`config.mk`:
```
export PLATFORM = sky130hd
export DESIGN_NAME = filter_chain_sequencer
export DESIGN_NICKNAME = d
export VERILOG_FILES = /design/src/rtl/filter_chain_pkg.sv /design/src/rtl/fcs_timeout_cnt.sv /design/src/rtl/filter_chain_sequencer.sv
export SDC_FILE = /design/constraint.sdc
export NUM_CORES = 1
export LEC_CHECK = 0
export CAP_MARGIN = 15
export CORE_MARGIN = 3
export CORE_UTILIZATION = 30
export CTS_BUF_LIST = sky130_fd_sc_hd__clkbuf_16
export CTS_CLUSTER_SIZE = 14
export DETAILED_ROUTE_END_ITERATION = 8
export SLEW_MARGIN = 20
export SYNTH_ARGS = -nofsm -noshare
export SYNTH_HDL_FRONTEND = slang
export SYNTH_SLANG_ARGS = --single-unit
```
`constraint.sdc`:
```
create_clock -name clk -period 3.2 [get_ports clk]
set_clock_uncertainty 0.2 [all_clocks]
set_input_delay 0.64 -clock clk [delete_from_list [all_inputs] [get_ports clk]]
set_output_delay 0.64 -clock clk [all_outputs]
set_load 0.02 [all_outputs]
```
`src/rtl/filter_chain_pkg.sv`:
```
// Shared types and constants for the filter chain sequencer.
// The top module and its wait timer both import this package.
package filter_chain_pkg;

  localparam int DATA_W_DEF     = 24;
  localparam int NUM_STAGES_MAX = 8;
  localparam int NUM_CH_MAX     = 8;
  localparam int DROP_CNT_W     = 8;

  typedef enum logic [2:0] {
    FCS_IDLE   = 3'd0,
    FCS_SELECT = 3'd1,
    FCS_ISSUE  = 3'd2,
    FCS_WAIT   = 3'd3,
    FCS_NEXT   = 3'd4,
    FCS_DONE   = 3'd5
  } fcs_state_t;

  typedef logic [DATA_W_DEF-1:0] sample_t;

  // Index width for a counter over n items. A single item still gets one bit.
  function automatic int idx_w(input int n);
    return (n > 1) ? $clog2(n) : 1;
  endfunction

  // True when the stage and channel counts are within the supported range.
  function automatic bit cfg_in_range(input int ns, input int nc);
    return (ns >= 1) && (ns <= NUM_STAGES_MAX) && (nc >= 1) && (nc <= NUM_CH_MAX);
  endfunction

endpackage

```
`src/rtl/fcs_timeout_cnt.sv`:
```
// Wait timer for one stage handshake.
// 'clear' restarts the count. While 'enable' is high, 'expired' pulses
// in the TIMEOUT-th enabled cycle. The counter then stops there.
module fcs_timeout_cnt
  import filter_chain_pkg::*;
#(
  parameter int TIMEOUT = 1023
) (
  input  logic clk,
  input  logic reset,
  input  logic clear,
  input  logic enable,
  output logic expired
);

  localparam int CNT_W = $clog2(TIMEOUT + 1);
  localparam logic [CNT_W-1:0] LAST = CNT_W'(TIMEOUT - 1);

  logic [CNT_W-1:0] cnt;

  assign expired = enable && (cnt == LAST);

  // Count cycles spent waiting; clear restarts, the count stops at expiry
  always_ff @(posedge clk) begin
    if (reset || clear) begin
      cnt <= '0;
    end else if (enable && !expired) begin
      cnt <= cnt + 1'b1;
    end
  end

endmodule

```
`src/rtl/filter_chain_sequencer.sv`:
```
// Filter chain sequencer. Each captured frame goes through the external
// filter stages in order, one channel at a time, using a trig/end handshake.
// Optional build macro FCS_ERR_MUTE_EN: when a stage times out, the
// channel's sample is forced to zero and its remaining stages are skipped.
module filter_chain_sequencer
  import filter_chain_pkg::*;
#(
  parameter int DATA_W     = DATA_W_DEF,
  parameter int NUM_STAGES = 3,
  parameter int NUM_CH     = 2,
  parameter int TIMEOUT    = 1023
) (
  input  logic                         clk,
  input  logic                         reset,
  input  logic                         sample_trig,
  input  logic [NUM_CH*DATA_W-1:0]     ch_in,
  input  logic [NUM_STAGES-1:0]        bypass,
  output logic [NUM_CH*DATA_W-1:0]     ch_out,
  output logic                         out_valid,
  output logic                         busy,
  output logic [DATA_W-1:0]            stg_data,
  output logic [NUM_STAGES-1:0]        stg_trig,
  input  logic [NUM_STAGES*DATA_W-1:0] stg_result,
  input  logic [NUM_STAGES-1:0]        stg_end,
  output logic                         err_timeout,
  output logic [DROP_CNT_W-1:0]        drop_cnt
);

  localparam logic [2:0] IDLE   = FCS_IDLE;
  localparam logic [2:0] SELECT = FCS_SELECT;
  localparam logic [2:0] ISSUE  = FCS_ISSUE;
  localparam logic [2:0] WAIT   = FCS_WAIT;
  localparam logic [2:0] NEXT   = FCS_NEXT;
  localparam logic [2:0] DONE   = FCS_DONE;

  localparam int SW = idx_w(NUM_STAGES);
  localparam int CW = idx_w(NUM_CH);
  localparam logic [SW-1:0] S_LAST = SW'(NUM_STAGES - 1);
  localparam logic [CW-1:0] C_LAST = CW'(NUM_CH - 1);

  logic [2:0]            state;
  logic [SW-1:0]         s;
  logic [CW-1:0]         ch;
  logic [NUM_STAGES-1:0] byp;
  logic [DATA_W-1:0]     work [NUM_CH];
  logic                  wait_clear;
  logic                  wait_en;
  logic                  expired;

  assign wait_clear = (state == ISSUE);
  assign wait_en    = (state == WAIT);

  fcs_timeout_cnt #(
    .TIMEOUT(TIMEOUT)
  ) u_wait_timer (
    .clk    (clk),
    .reset  (reset),
    .clear  (wait_clear),
    .enable (wait_en),
    .expired(expired)
  );

  // Frame sequencing: capture, per-channel/per-stage handshake, publish result
  always_ff @(posedge clk) begin
    if (reset) begin
      state       <= IDLE;
      s           <= '0;
      ch          <= '0;
      byp         <= '0;
      ch_out      <= '0;
      out_valid   <= 1'b0;
      busy        <= 1'b0;
      stg_trig    <= '0;
      stg_data    <= '0;
      err_timeout <= 1'b0;
      for (int c = 0; c < NUM_CH; c++) work[c] <= '0;
    end else begin
      out_valid <= 1'b0;
      stg_trig  <= '0;
      if (out_valid) busy <= 1'b0;
      case (state)
        IDLE: begin
          if (sample_trig && !busy) begin
            for (int c = 0; c < NUM_CH; c++) work[c] <= ch_in[c*DATA_W +: DATA_W];
            byp   <= bypass;
            s     <= '0;
            ch    <= '0;
            busy  <= 1'b1;
            state <= SELECT;
          end
        end
        SELECT: begin
          if (byp[s]) begin
            state <= NEXT;
          end else begin
            stg_data <= work[ch];
            stg_trig <= NUM_STAGES'(1) << s;
            state    <= ISSUE;
          end
        end
        ISSUE: state <= WAIT;
        WAIT: begin
          if (stg_end[s]) begin
            work[ch] <= stg_result[s*DATA_W +: DATA_W];
            state    <= NEXT;
          end else if (expired) begin
            err_timeout <= 1'b1;
`ifdef FCS_ERR_MUTE_EN
            work[ch] <= '0;
            s        <= S_LAST;
`endif
            state <= NEXT;
          end
        end
        NEXT: begin
          if (s != S_LAST) begin
            s     <= s + 1'b1;
            state <= SELECT;
          end else if (ch != C_LAST) begin
            ch    <= ch + 1'b1;
            s     <= '0;
            state <= SELECT;
          end else begin
            state <= DONE;
          end
        end
        DONE: begin
          for (int c = 0; c < NUM_CH; c++) ch_out[c*DATA_W +: DATA_W] <= work[c];
          out_valid <= 1'b1;
          state     <= IDLE;
        end
        default: state <= IDLE;
      endcase
    end
  end

  // Count frame requests that arrive while a frame is still in flight; saturates
  always_ff @(posedge clk) begin
    if (reset) begin
      drop_cnt <= '0;
    end else if (sample_trig && busy && (drop_cnt != {DROP_CNT_W{1'b1}})) begin
      drop_cnt <= drop_cnt + 1'b1;
    end
  end

endmodule

```
* After elaboration in Yosys (flattened, before gate mapping)
Memories as Yosys holds them, arrays and structs flattened. A register that Yosys moved wholly into a read port is not among the register bits.
Index checks and enable logic that the tools add are counted.
W data, S select, Z words.
** Storage, ports and cells
- Register bits after elaboration :: 33
- RAM bits :: 48
- Input bits :: 129
- Output and inout bits :: 86
- Word-level logic and storage cells :: 92
- Memories :: 1
** Operators by class
- $add $sub $neg :: 4
- Multiply operators :: 1
- $lt $le $gt $ge :: 1
- Equal/unequal tests :: 12
- Shift-type cells :: 2
- Multiplexer cells :: 38
- Bitwise operators :: 5
- Reduce and logical (&&, ||, !) cells :: 18
** Memory list
- work :: words 2, width 24, read ports 3, clocked after Yosys merged registers in 3, wr ports 2, RTL line filter_chain_sequencer.sv:45 : logic [DATA_W-1:0] work [NUM_CH];
** Operators by type and width (number)
- $mux W24 :: 3
- $shiftx A72 B8 Y24 :: 1
- $reduce_or A24 Y1 :: 1
- $mux W1 :: 21
- $mux W3 :: 6
- $pmux W3 S5 :: 1
- $add A10 B1 Y10 const B :: 1
- $eq A10 B10 Y1 const B :: 1
- $reduce_and A3 Y1 :: 3
- $add A8 B1 Y8 const B :: 1
- $ne A8 B8 Y1 const B :: 1
- $eq A3 B2 Y1 const B :: 2
- $eq A3 B3 Y1 const B :: 2
- $mux W2 :: 3
- $ne A2 B2 Y1 const B :: 3
- $ne A3 B3 Y1 const B :: 2
- $reduce_and A2 Y1 :: 3
- $logic_and A1 B1 Y1 :: 5
- $bmux W1 S2 :: 2
- $mul A2 B2 Y4 const B :: 1
- $pmux W2 S2 :: 1
- $eq A3 B1 Y1 const B :: 1
- $logic_not A3 Y1 :: 1
- $lt A2 B3 Y1 const B :: 1
- 10 further kinds :: 14

* Longest topological paths before layout
- Depth in word-level cells :: 8
- Mapped depth :: 7

* Cells and area by module
Synthesis repeated with hierarchy kept, for this count alone.
** Unflattened totals
- Cells, all modules :: 697
- Area, all modules :: 6890.4 µm²
** Modules (own cells, without submodules)
- filter_chain_sequencer :: times used 1, cells each 629, area each 6297.3 µm²
- fcs_timeout_cnt :: times used 1, cells each 68, area each 593.1 µm²

* Worst setup path before layout
OpenSTA, ideal clock, no wires.
- Path type :: in2reg
- Start :: in stg_end[1]
- End :: mem work[0][0] in the netlist's numbering, enable pin
- Setup time :: 0.381 ns
- Data arrival time :: 1.950 ns
- Required time :: 2.619 ns
- Slack :: 0.669 ns
- Stages on the path :: 4
- Path through :: mux2_2 -> a22oi_2 -> nor4_2 -> or3_1
** RTL lines
- start, declared :: RTL line filter_chain_sequencer.sv:24 : input logic [NUM_STAGES-1:0] stg_end,
- end, declared :: RTL line filter_chain_sequencer.sv:45

==> flow_summary.json <==
{
  "synth_area_per_cell_sq_um": 9.96,
  "grt_pass1_vias": 5694,
  "final_common_cell": "clkdlybuf4s50_1",
  "die_w_um": 156,
  "syn_nets": 811,
  "port_buffers": 214,
  "tightest_slew_ns": 0.785,
  "dieArea_sq_um": 24400,
  "stdcell_count": 1173,
  "clk_latency_ns": 0.42,
  "yosysSeqAreaShare_pct": 52.4,
  "ctsHoldBuffers": 0,
  "dominantRegCellSynth": "dfxtp_1",
  "start_kind": "flip-flop",
  "crit_required_ns": 3.16,
  "met3_length_um": 1380,
  "period_minus_slack_ns": 2.57,
  "cp_slowest_cell": "dfxtp_1",
  "hold_viol": 0,
  "clk_pin_slew_ns": 0.06,
  "grt_pass1_wl_um": 32200,
  "die_y_um": 156,
  "status": "complete, no violations",
  "design.portCount": 215,
  "cts_resized": 0,
  "ir_worst_vdd_mv": 0.342,
  "hold_class": "reg2reg",
  "mostFrequentLayoutCells": "213 x clkdlybuf4s50_1, 128 x nand2_1, 103 x dfxtp_1",
  "cp_max_fo": 15,
  "clock.fmax_ghz": 0.389,
  "n_fill_cell": 2095,
  "yosys-top-cells-area": "dfxtp_1 31%, edfxtp_1 21%, mux2i_1 7.8%",
  "powerDensity_nw_per_um2": 567,
  "clock-root-buffer": "clkbuf_16",
  "grt_max_degree": 50,
  "path_cells": "inv_1 -> a22oi_2 -> nor4b_4 -> or3_1 -> buf_4",
  "crit_type": "reg2reg",
  "antenna_found_initial": 0,
  "synth.distinct_cells": 51,
  "max_cap_viol_count": 0,
  "max-slew-margin-rel_pct": 47.3,
  "async_reset_ff_share_pct": 0,
  "drc_errors": 0,
  "yosys_warnings": 0,
  "ant_nets": 0,
  "htree_levels": 4,
  "cp_data_arrival_time_ns": 2.53,
  "cts_tree": "built",
  "synth-edff-count": 48,
  "postCtsSetupBuffers": 0,
  "syn_area_sq_um": 6760,
  "num_vias": 5747,
  "synth_area_leader_cell": "dfxtp_1",
  "post_drt_wl_per_cell_um": 18.1,
  "rsz0062_at_grt": "false",
  "firstDrtPassIters": 4,
  "grt_usage_pct": 17.2,
  "slew_violations": 0,
  "dp_hpwl_um": 15500,
  "rows": 54,
  "diodes": 0,
  "nets": 1012,
  "finalWeightedCongestion": 0.799,
  "ys_seq_elements": 153,
  "clock-sinks": 153,
  "cts-root-to-sink-buffers": 2,
  "initial_utilization_pct": 30.8,
  "synthToLayoutAreaGrowth_pct": 45.3,
  "synth_top_area_share_pct": 31.1,
  "cellLeakagePower_nw": 3.31,
  "initialDrtViolationCount": 293,
  "cp_slowest_stage_delay_ns": 0.69,
  "core_area_sq_um": 22000,
  "dpl.cell_count": 1141,
  "grt_overflow": 0,
  "wl_met2_um": 10200,
  "finalCritPeriodShare_pct": 80.4,
  "met1_length_um": 9310,
  "highest-signal-layer": "met4",
  "wl_um": 21300,
  "cts_buffers": 17,
  "final.setup.tns_ns": 0,
  "syn-instance-count": 679,
  "vias_per_cell": 4.90,
  "drive_gt1_share_pct": 9.41,
  "finalSetupViolCount": 0,
  "setup.worst_path.end_class": "flip-flop"
}
## final timing paths
path / start / to / depth (start not counted) / slack, ns
setup / recovery: s[1] / work[1][2] / 5 / 0.63
hold / removal: ch_out[34] / ch_out[34] / 2 / 0.25
setup reg to reg: s[1] / work[1][2] / 5 / 0.63
hold reg to reg: ch_out[34] / ch_out[34] / 2 / 0.25
## logic make-up after synthesis
kind of cell	synth area share, %
AOI/OAI and AO/OA	20.1
adders and majority gates	0.555
xor gates and xnor gates	0.648
buffers and inverters	3.63
muxes	8.18
and+or+nand+nor	14.5
DFF	52.4
## per-layer routing
layer,up-vias,GRT usage [%]
li1,2860,-
met1,2685,22.2
met2,180,28.8
met3,22,4.19
met4,0,5.04
met5,-,0
## registers in the layout (all words and copies together), names as in the netlist
signal            flops
u_wait_timer.cnt     10
drop_cnt              8
stg_data             24
s                     2
err_timeout           1
out_valid             1
work                 48
state                 3
byp                   3
ch                    1
ch_out               48
stg_trig              3
busy                  1
## report_power, final
group          switching, mW  internal, mW
combinational          0.582         0.526
clock                  0.800          1.26
sequential             0.149          2.26
total                   1.53          4.04
## cell usage after synthesis, drive strengths merged, types with 2 or more instances
library cell  instances
and4                  5
and3                  6
nor3                  3
buf                  19
xnor2                 2
a32oi                 2
a21o                  3
o21ai                32
a211oi               27
nor2b                 2
ha                    3
nand2               128
mux2i                53
clkbuf               33
nand3b                2
o211ai                2
and2                  3
edfxtp               48
a31oi                 3
nand3                 4
nor2                 46
dfxtp               105
a21oi                58
nand4                 5
xor2                  3
a311oi                3
nand2b                3
a22o                 48
inv                   7
or3                   4
mux2                  2
## area by class of cell
cell class	instances	area, sq um	share of cell area (%)
clock buffer	18	450	4.59
clock inverter	14	154	1.57
inverter	7	26.3	0.268
multi-input combinational	467	3010	30.6
sequential	153	3550	36.1
tap	280	350	3.57
timing repair buffer	234	2290	23.3
## per-stage QoR
stage	area [sq um]	hold WS, ns	power, mW	util, %	setup slack, ns
5_1_grt	9820	0.270	5.82	44.7	0.473
2_1_floorplan	6760	0.248	3.02	-	0.669
3_3_place_gp	9220	0.243	3.55	42.0	0.339
6_report	9820	0.253	5.57	44.7	0.629
3_5_place_dp	9220	0.246	3.56	42.0	0.331
4_1_cts	9820	0.255	5.63	44.7	0.647
## worst max-delay path, delay by kind of cell (launching register included)
family                 cells  cell delay (ns)
AOI/OAI and AO/OA          1             0.49
buffers and inverters      2             0.50
DFF                        1             0.69
and+or+nand+nor            2             0.43
(Power assumes the default switching activity.)
